===== config.mk =====
export PLATFORM = sky130hd
export DESIGN_NAME = reservoir_ring
export DESIGN_NICKNAME = d
export VERILOG_FILES = /design/src/rtl/reservoir_ring.sv
export SDC_FILE = /design/constraint.sdc
export NUM_CORES = 1
export LEC_CHECK = 0
export BUFFER_PORTS_ARGS = -buffer_cell sky130_fd_sc_hd__clkbuf_2
export CORE_ASPECT_RATIO = 0.5
export CORE_MARGIN = 1
export CORE_UTILIZATION = 63
export DETAILED_ROUTE_END_ITERATION = 8
export GPL_TIMING_DRIVEN = 0
export PLACE_DENSITY = 0.92
export SYNTH_ARGS = -nofsm -noshare
export SYNTH_HDL_FRONTEND = slang
export SYNTH_SLANG_ARGS = --single-unit

===== constraint.sdc =====
create_clock -name iClk -period 4.1 [get_ports iClk]
set_clock_uncertainty 0.2 [all_clocks]
set_input_delay 0.205 -clock iClk [delete_from_list [all_inputs] [get_ports iClk]]
set_output_delay 0.205 -clock iClk [all_outputs]
set_load 0.005 [all_outputs]

===== src/rtl/reservoir_ring.sv =====
// Integer echo-state reservoir: RES_SIZE clipped signed neurons in a shifted ring,
// with washout gating and valid/ready handshakes on both sides.
module reservoir_ring #(
    parameter int RES_SIZE   = 8,
    parameter int DATA_WIDTH = 4,
    parameter int KAPPA      = 3,
    parameter int SHIFT      = 1,
    parameter int WASHOUT    = 4
) (
    input  logic                           iClk,
    input  logic                           iRst,
    input  logic                           iClear,
    input  logic [RES_SIZE-1:0]            iWord,
    input  logic                           iValid,
    output logic                           oReady,
    output logic [DATA_WIDTH*RES_SIZE-1:0] oOut,
    output logic                           oValid,
    input  logic                           iReady,
    output logic                           oWashDone
);

    localparam int CW = (WASHOUT > 0) ? $clog2(WASHOUT + 1) : 1;
    localparam int SW = DATA_WIDTH + 1;
    localparam logic signed [SW-1:0] KAPPA_P  = SW'(KAPPA);
    localparam logic signed [SW-1:0] KAPPA_N  = -KAPPA_P;
    localparam logic [CW-1:0]        CNT_LAST = (WASHOUT > 0) ? CW'(WASHOUT - 1) : {CW{1'b0}};

    typedef enum logic [0:0] {
        ST_WASH = 1'b0,
        ST_RUN  = 1'b1
    } state_t;

    localparam state_t ST_INIT = (WASHOUT == 0) ? ST_RUN : ST_WASH;

    logic [DATA_WIDTH-1:0] r_x      [RES_SIZE];
    logic [DATA_WIDTH-1:0] w_x_next [RES_SIZE];
    logic [CW-1:0]         r_cnt;
    logic                  r_valid;
    state_t                r_state;
    state_t                w_state_next;
    logic                  w_accept;
    logic                  w_wash_done;

    // Sum is formed one bit wider than the state so saturation never sees a wrapped value.
    function automatic logic [DATA_WIDTH-1:0] clip_step(input logic [DATA_WIDTH-1:0] x,
                                                        input logic b);
        logic signed [SW-1:0] s;
        s = $signed({x[DATA_WIDTH-1], x});
        if (b) s = s + SW'(1);
        else   s = s - SW'(1);
        if (s > KAPPA_P)      s = KAPPA_P;
        else if (s < KAPPA_N) s = KAPPA_N;
        else                  s = s;
        return s[DATA_WIDTH-1:0];
    endfunction

    assign oReady   = !iClear && (!r_valid || iReady);
    assign w_accept = iValid && oReady;
    assign oValid   = r_valid;
    assign oWashDone = w_wash_done;

    for (genvar gi = 0; gi < RES_SIZE; gi++) begin : g_neuron
        localparam int SRC = (gi + RES_SIZE - SHIFT) % RES_SIZE;
        assign w_x_next[gi] = clip_step(r_x[SRC], iWord[gi]);
        assign oOut[gi*DATA_WIDTH +: DATA_WIDTH] = r_x[gi];
    end

    // Neuron states, washout counter and output-valid flag.
    always_ff @(posedge iClk or posedge iRst) begin
        if (iRst) begin
            for (int i = 0; i < RES_SIZE; i++) r_x[i] <= '0;
            r_cnt   <= '0;
            r_valid <= 1'b0;
        end else if (iClear) begin
            for (int i = 0; i < RES_SIZE; i++) r_x[i] <= '0;
            r_cnt   <= '0;
            r_valid <= 1'b0;
        end else if (w_accept) begin
            for (int i = 0; i < RES_SIZE; i++) r_x[i] <= w_x_next[i];
            if (r_state == ST_WASH) r_cnt <= r_cnt + CW'(1);
            r_valid <= (r_state == ST_RUN);
        end else if (r_valid && iReady) begin
            r_valid <= 1'b0;
        end
    end

    // FSM state register.
    always_ff @(posedge iClk or posedge iRst) begin
        if (iRst) r_state <= ST_INIT;
        else      r_state <= w_state_next;
    end

    // FSM next state: washout ends on the accept that brings the count to WASHOUT.
    always_comb begin
        w_state_next = r_state;
        if (iClear)
            w_state_next = ST_INIT;
        else if (w_accept && (r_state == ST_WASH) && (r_cnt == CNT_LAST))
            w_state_next = ST_RUN;
        else
            w_state_next = r_state;
    end

    // FSM outputs.
    always_comb begin
        w_wash_done = (r_state == ST_RUN);
    end

endmodule

Yosys cells after proc, flatten, opt, wreduce, memory -nomap -nowiden
Cells that the tools add are included.
W data, S select, Z words.
{"block": "op_classes", "order_cmp": 16, "muxes": 34, "add_sub_neg": 17, "n_eq_ne": 2, "n_reduce_logical": 12, "bitwise": 1}
{"op": "$mux W32", "count": 2}
{"op": "$mux W4", "count": 16}
{"op": "$add A4 B2 Y5 const B", "count": 8}
{"op": "$gt A5 B3 Y1 const B", "count": 8}
{"op": "$lt A5 B3 Y1 const B", "count": 8}
{"op": "$mux W5", "count": 8}
{"op": "$sub A4 B2 Y5 const B", "count": 8}
{"op": "$mux W3", "count": 3}
{"op": "$logic_and A1 B1 Y1", "count": 5}
{"op": "$mux W1", "count": 5}
{"op": "$reduce_bool A2 Y1", "count": 2}
{"op": "$add A3 B1 Y3 const B", "count": 1}
{"op": "$eq A3 B2 Y1 const B", "count": 1}
{"op": "$reduce_bool A3 Y1", "count": 1}
{"op": "$logic_not A1 Y1", "count": 2}
{"op": "$ne A2 B2 Y1 const B", "count": 1}
{"op": "$reduce_and A2 Y1", "count": 1}
{"op": "$logic_or A1 B1 Y1", "count": 1}
{"op": "$not A1 Y1", "count": 1}
{"block": "totals", "inputBits": 13, "regBits": 37}

Depth between registers and ports, before layout
{"block": "depth", "depth_word": 8, "depth_mapped": 9, "ltp_nobuf": 8}

Worst setup path before layout
Ideal clock, no wire load.
{"block": "synth_timing", "kind": "flip-flop to flip-flop", "from": "register r_x (netlist bit oOut[12])", "to": "register r_x (netlist bit oOut[17])", "setup_time_ps": 126, "path_stages_with_launch": 10, "setup_slack_ps": 1945, "period_less_slack_ps": 2155, "required_time_ps": 3774, "t_arrival_ps": 1829, "path_buffers": 1, "path_cell_list": "dfrtp_1 > inv_1 > fa_1 > buf_2 > nand2b_1 > nor2b_1 > a21oi_1 > nor2_1 > a221oi_1 > o311a_1"}
{"block": "synth_via", "elab_chain_len": 7}
{"element": "from (decl)", "line_no": "35", "source": "logic [DATA_WIDTH-1:0] r_x [RES_SIZE];"}
{"element": "$sub A4 B2 Y5 / $add A4 B2 Y5 (equally long branches)", "line_no": "50, 49"}
{"element": "$mux W5 (*)", "line_no": "49", "source": "if (b) s = s + SW'(1);"}
{"element": "$lt A5 B3 Y1", "line_no": "52", "source": "else if (s < KAPPA_N) s = KAPPA_N;"}
{"element": "$mux W4", "line_no": "52"}
{"element": "$mux W4 (*)", "line_no": "51", "source": "if (s > KAPPA_P) s = KAPPA_P;"}
{"element": "$mux W32 (*)", "line_no": "78", "source": "end else if (w_accept) begin"}
{"element": "$mux W32 (*)", "line_no": "74", "source": "end else if (iClear) begin"}
Mark *: on every way between the ends. The rest lies on a longest branch, timed or not. The select of a mux whose other input is x is not followed.
A chain may end at the register's enable or synchronous reset.

Worst setup path after layout
Ends and elaborated chain as after synthesis.

==> Flow_metrics.wiki <==
{| class="wikitable"
! Metric !! Value
|-
| Crit-path cells || inv_1 > fa_1 > buf_2 > nand2b_1 > nor2b_1 > a21oi_1 > nor2_1 > a221oi_1 > o311a_1
|-
| Adder-cell share of the synthesized area || 0.1461
|-
| Overall routed net length || 8710 um
|-
| Via Count || between 3000 and 4000
|-
| WL/cell || ~17 um
|-
| Xor and xnor area share after synthesis || 0.03953
|-
| Pin count of the biggest net entering global routing || 38
|-
| Die Y || approximately 53 um
|-
| Layout cell share with drive strength beyond 1 || 0.1663
|-
| Most used flip-flop cell after synthesis || dfrtp_1
|-
| Count of fill cells added during filler insertion || 360
|-
| Library cells used by synthesis || 58
|-
| Placeable core area || 5000 um^2
|-
| Top delay family on crit path || simple AND/OR/NAND/NOR gates
|-
| Leakage Power || 1.763 nW
|-
| Worst slew margin || 0.4644
|-
| Synth Warn # || 0
|-
| Number of top-level pins || 48
|-
| Maximum Capacitance Violations || 0
|-
| Arrival time at the worst endpoint || around 2.4 ns
|-
| Initial core utilization || 0.6647
|-
| Ranking of synthesized cells by area || dfrtp_1 28%, ha_1 9.8%, a21oi_1 5.3%
|-
| Fraction of the mapped netlist area in compound gates || 0.2794
|-
| Area overhead of the layout relative to synthesis || 13.37%
|-
| Worst setup slack for register-to-register paths || around 1.7 ns
|-
| Commonest cells post-synth || 37 x dfrtp_1, 35 x a21oi_1, 35 x nor2_1, 33 x nand2_1, 31 x inv_1
|-
| Area taken by flip-flops and latches || 925.9 um^2
|-
| Clock buffer count from CTS || 5
|-
| Count of flip-flops with a built-in enable after synthesis || 0
|-
| Critical Path End Type || register
|-
| Die extent in x || about 100 um
|-
| Synth async-reset ratio || 1.000
|-
| Setup violators final || 0
|-
| Accumulated negative setup slack || 0 ns
|-
| Number of buffers inserted by port buffering || 47
|-
| Post-CTS Resized || 0
|-
| Peak clock frequency supported by timing || a little over 0.4 GHz
|-
| Detailed-route DRC error count || 0
|-
| Clock sinks || 37
|-
| Number of antenna violations at the first check in global routing || 0
|-
| Nets || just over 500
|-
| Number of iterations in the first detailed-routing pass || 5
|-
| TritonCTS clock tree || done
|-
| Count leader, synth || dfrtp_1
|-
| Post-Synth Simple-Gate Area || 0.1819
|-
| Fraction of synthesized area in multiplexers || 0.009789
|-
| Critical path peak fanout || 8
|-
| Avg Cell Area, Syn || about 8.3 um^2
|-
| Crit path setup slack, layout || ~1.7 ns
|-
| Count of buffer and inverter cells on the critical path || 2
|-
| # H-tree levels || 2
|-
| Ratio of routed vias to standard cells || roughly 6.4
|-
| Power per standard cell area || 377.4 nW/um^2
|-
| Critical path's slowest cell || dfrtp_1
|-
| Final Hold Viols || 0
|-
| Total half-perimeter wirelength after legalization and detailed placement || between 6000 and 7000 um
|-
| Main combinational cell family by area after synthesis || compound AO/OA/AOI/OAI gates
|-
| Wire length of the first global-routing pass || 13920 um
|-
| Aggregate global-route resource usage || 0.3263
|-
| Antenna fix cells || 0
|-
| Worst setup timing slack at the placement stage || between 1.5 and 2 ns
|-
| Transition time of the tightest slew-check pin || roughly 0.8 ns
|-
| Routed Antenna Nets || 0
|-
| Critical path start-end classification || reg -> reg
|-
| Final critical-path required period || between 2 and 2.5 ns
|-
| Master cell of the clock root buffer || clkbuf_8
|-
| DIE AREA || between 5000 and 6000 um^2
|-
| CP peak stage delay || 0.46 ns
|-
| Cell area after synthesis || 3323 um^2
|-
| Result of the run || finished, final reports clean
|-
| Clock-pin slew on the worst setup and hold paths || around 0.080 ns
|-
| Area of the multi-input gates || approximately 2200 um^2
|-
| Site Rows || 18
|-
| Portion of synthesized cell area occupied by the leading cell type || 0.2786
|-
| Insertion delay of the later-clocked pin in the worst-skew pair || ~0.3 ns
|-
| Initial DRC count || about 260
|-
| Library cell occupying the most area in the post-synthesis netlist || dfrtp_1
|-
| Startpoint Class || register
|-
| Area of placed instances || between 3000 and 4000 um^2
|-
| Data required time at the worst endpoint || 4.08 ns
|-
| Seq/Total Area, Yosys || 0.2786
|-
| Vias in the first global route || between 3000 and 4000
|-
| Clock tree buffer depth || 2
|-
| Sum of overflow across all layers after global routing || 0
|-
| Setup bufs post-CTS || 0
|-
| Net Count, Synth || between 400 and 500
|-
| Max-slew violation count || 0
|-
| Worst hold-check path type || in -> reg
|-
| IR drop worst, VDD || roughly 0.00021 V
|-
| Gpl congestion || between 0.9 and 1
|-
| Post-route standard cell area excluding fillers || between 3000 and 4000 um^2
|-
| Unrepaired setup endpoints after global routing || false
|-
| Tcrit/Tclk final || 0.5921
|-
| Flip-flop and latch count after synthesis || 37
|-
| Post-Syn Instances || 400
|}
[cell families after synthesis]
family / after synthesis
adders and majority gates: 34
AOI/OAI and AO/OA: 137
xor gates and xnor gates: 15
DFF: 37
buffers and inverters: 53
and+or+nand+nor: 121
muxes: 3
[layout make-up]
cell class / count / share of cell area
repair buffers: 49 / 0.06775
multi-input cells: 310 / 0.5792
clock buffers: 7 / 0.02557
well taps: 70 / 0.02325
inverters: 33 / 0.03288
plain buffers: 20 / 0.02424
clock inverters: 1 / 0.001328
flip-flops and latches: 37 / 0.2458
[worst paths after layout]
kind / from / to / cells past startpoint
setup / recovery: oOut[12]$_DFFE_PP0P_ / oOut[17]$_DFFE_PP0P_ / 9
hold / removal: iReady / oValid$_DFFE_PP0P_ / 3
setup reg to reg: oOut[12]$_DFFE_PP0P_ / oOut[17]$_DFFE_PP0P_ / 9
hold reg to reg: oOut[14]$_DFFE_PP0P_ / oOut[14]$_DFFE_PP0P_ / 1
max in group asynchronous: iRst / oOut[20]$_DFFE_PP0P_ / 3
min in group asynchronous: iRst / oOut[13]$_DFFE_PP0P_ / 3
[through the flow]
| stage | hold slack, ns | total power, W | cells | util |
|---|---|---|---|---|
| 4_1_cts | 0.04336 | 0.001404 | 527 | 0.7535 |
| 5_1_grt | 0.06997 | 0.001513 | 527 | 0.7535 |
| 6_report | 0.04496 | 0.001422 | 527 | 0.7535 |
| 3_5_place_dp | 0.1833 | 0.001112 | 517 | 0.7292 |
| 3_3_place_gp | 0.2628 | 0.001080 | 517 | 0.7292 |
| 2_1_floorplan | 0.1402 | 0.0009369 | 400 | - |
[sequential cells by signal (all words and copies together), names as in the netlist]
register	flops
oOut	32
oValid	1
oWashDone	1
r_cnt	3
[metal layers]
| metal | GRT usage | wire, um | vias up | part of all wire |
|---|---|---|---|---|
| met4 | 0.1549 | 189 | 0 | 0.022 |
| met3 | 0.04926 | 552 | 25 | 0.063 |
| li1 | - | - | 1571 | - |
| met5 | 0.01020 | 0 | - | 0 |
| met1 | 0.4039 | 3748 | 1593 | 0.43 |
| met2 | 0.5784 | 4220 | 165 | 0.48 |
[worst min-delay path, cell delays in order]
cell and delay [ns]:
clkbuf_2 0.07, nand2b_2 0.13, a21oi_1 0.09
[placed cells by master, fill, tap and decap left out, types with 8 or more instances in the layout]
| cell | n |
|---|---|
| a21oi_1 | 35 |
| a31oi_1 | 9 |
| clkbuf_1 | 11 |
| clkbuf_2 | 47 |
| dfrtp_1 | 37 |
| fa_1 | 8 |
| ha_1 | 26 |
| inv_1 | 30 |
| nand2_1 | 33 |
| nor2_1 | 35 |
| nor2b_1 | 14 |
| o21a_1 | 16 |
| o21ai_0 | 15 |
| xnor2_1 | 11 |
[power breakdown]
part           total, W  internal, W  switching (W)
clock          0.000290     0.000152       0.000138
combinational  0.000670     0.000282       0.000389
sequential     0.000461     0.000408      0.0000534
[repair_timing]
item                       in CTS  in global routing
hold buffers                    2                  0
setup endpoints to repair       0                  0
hold endpoints to repair       38                  0
(Power assumes the default switching activity.)
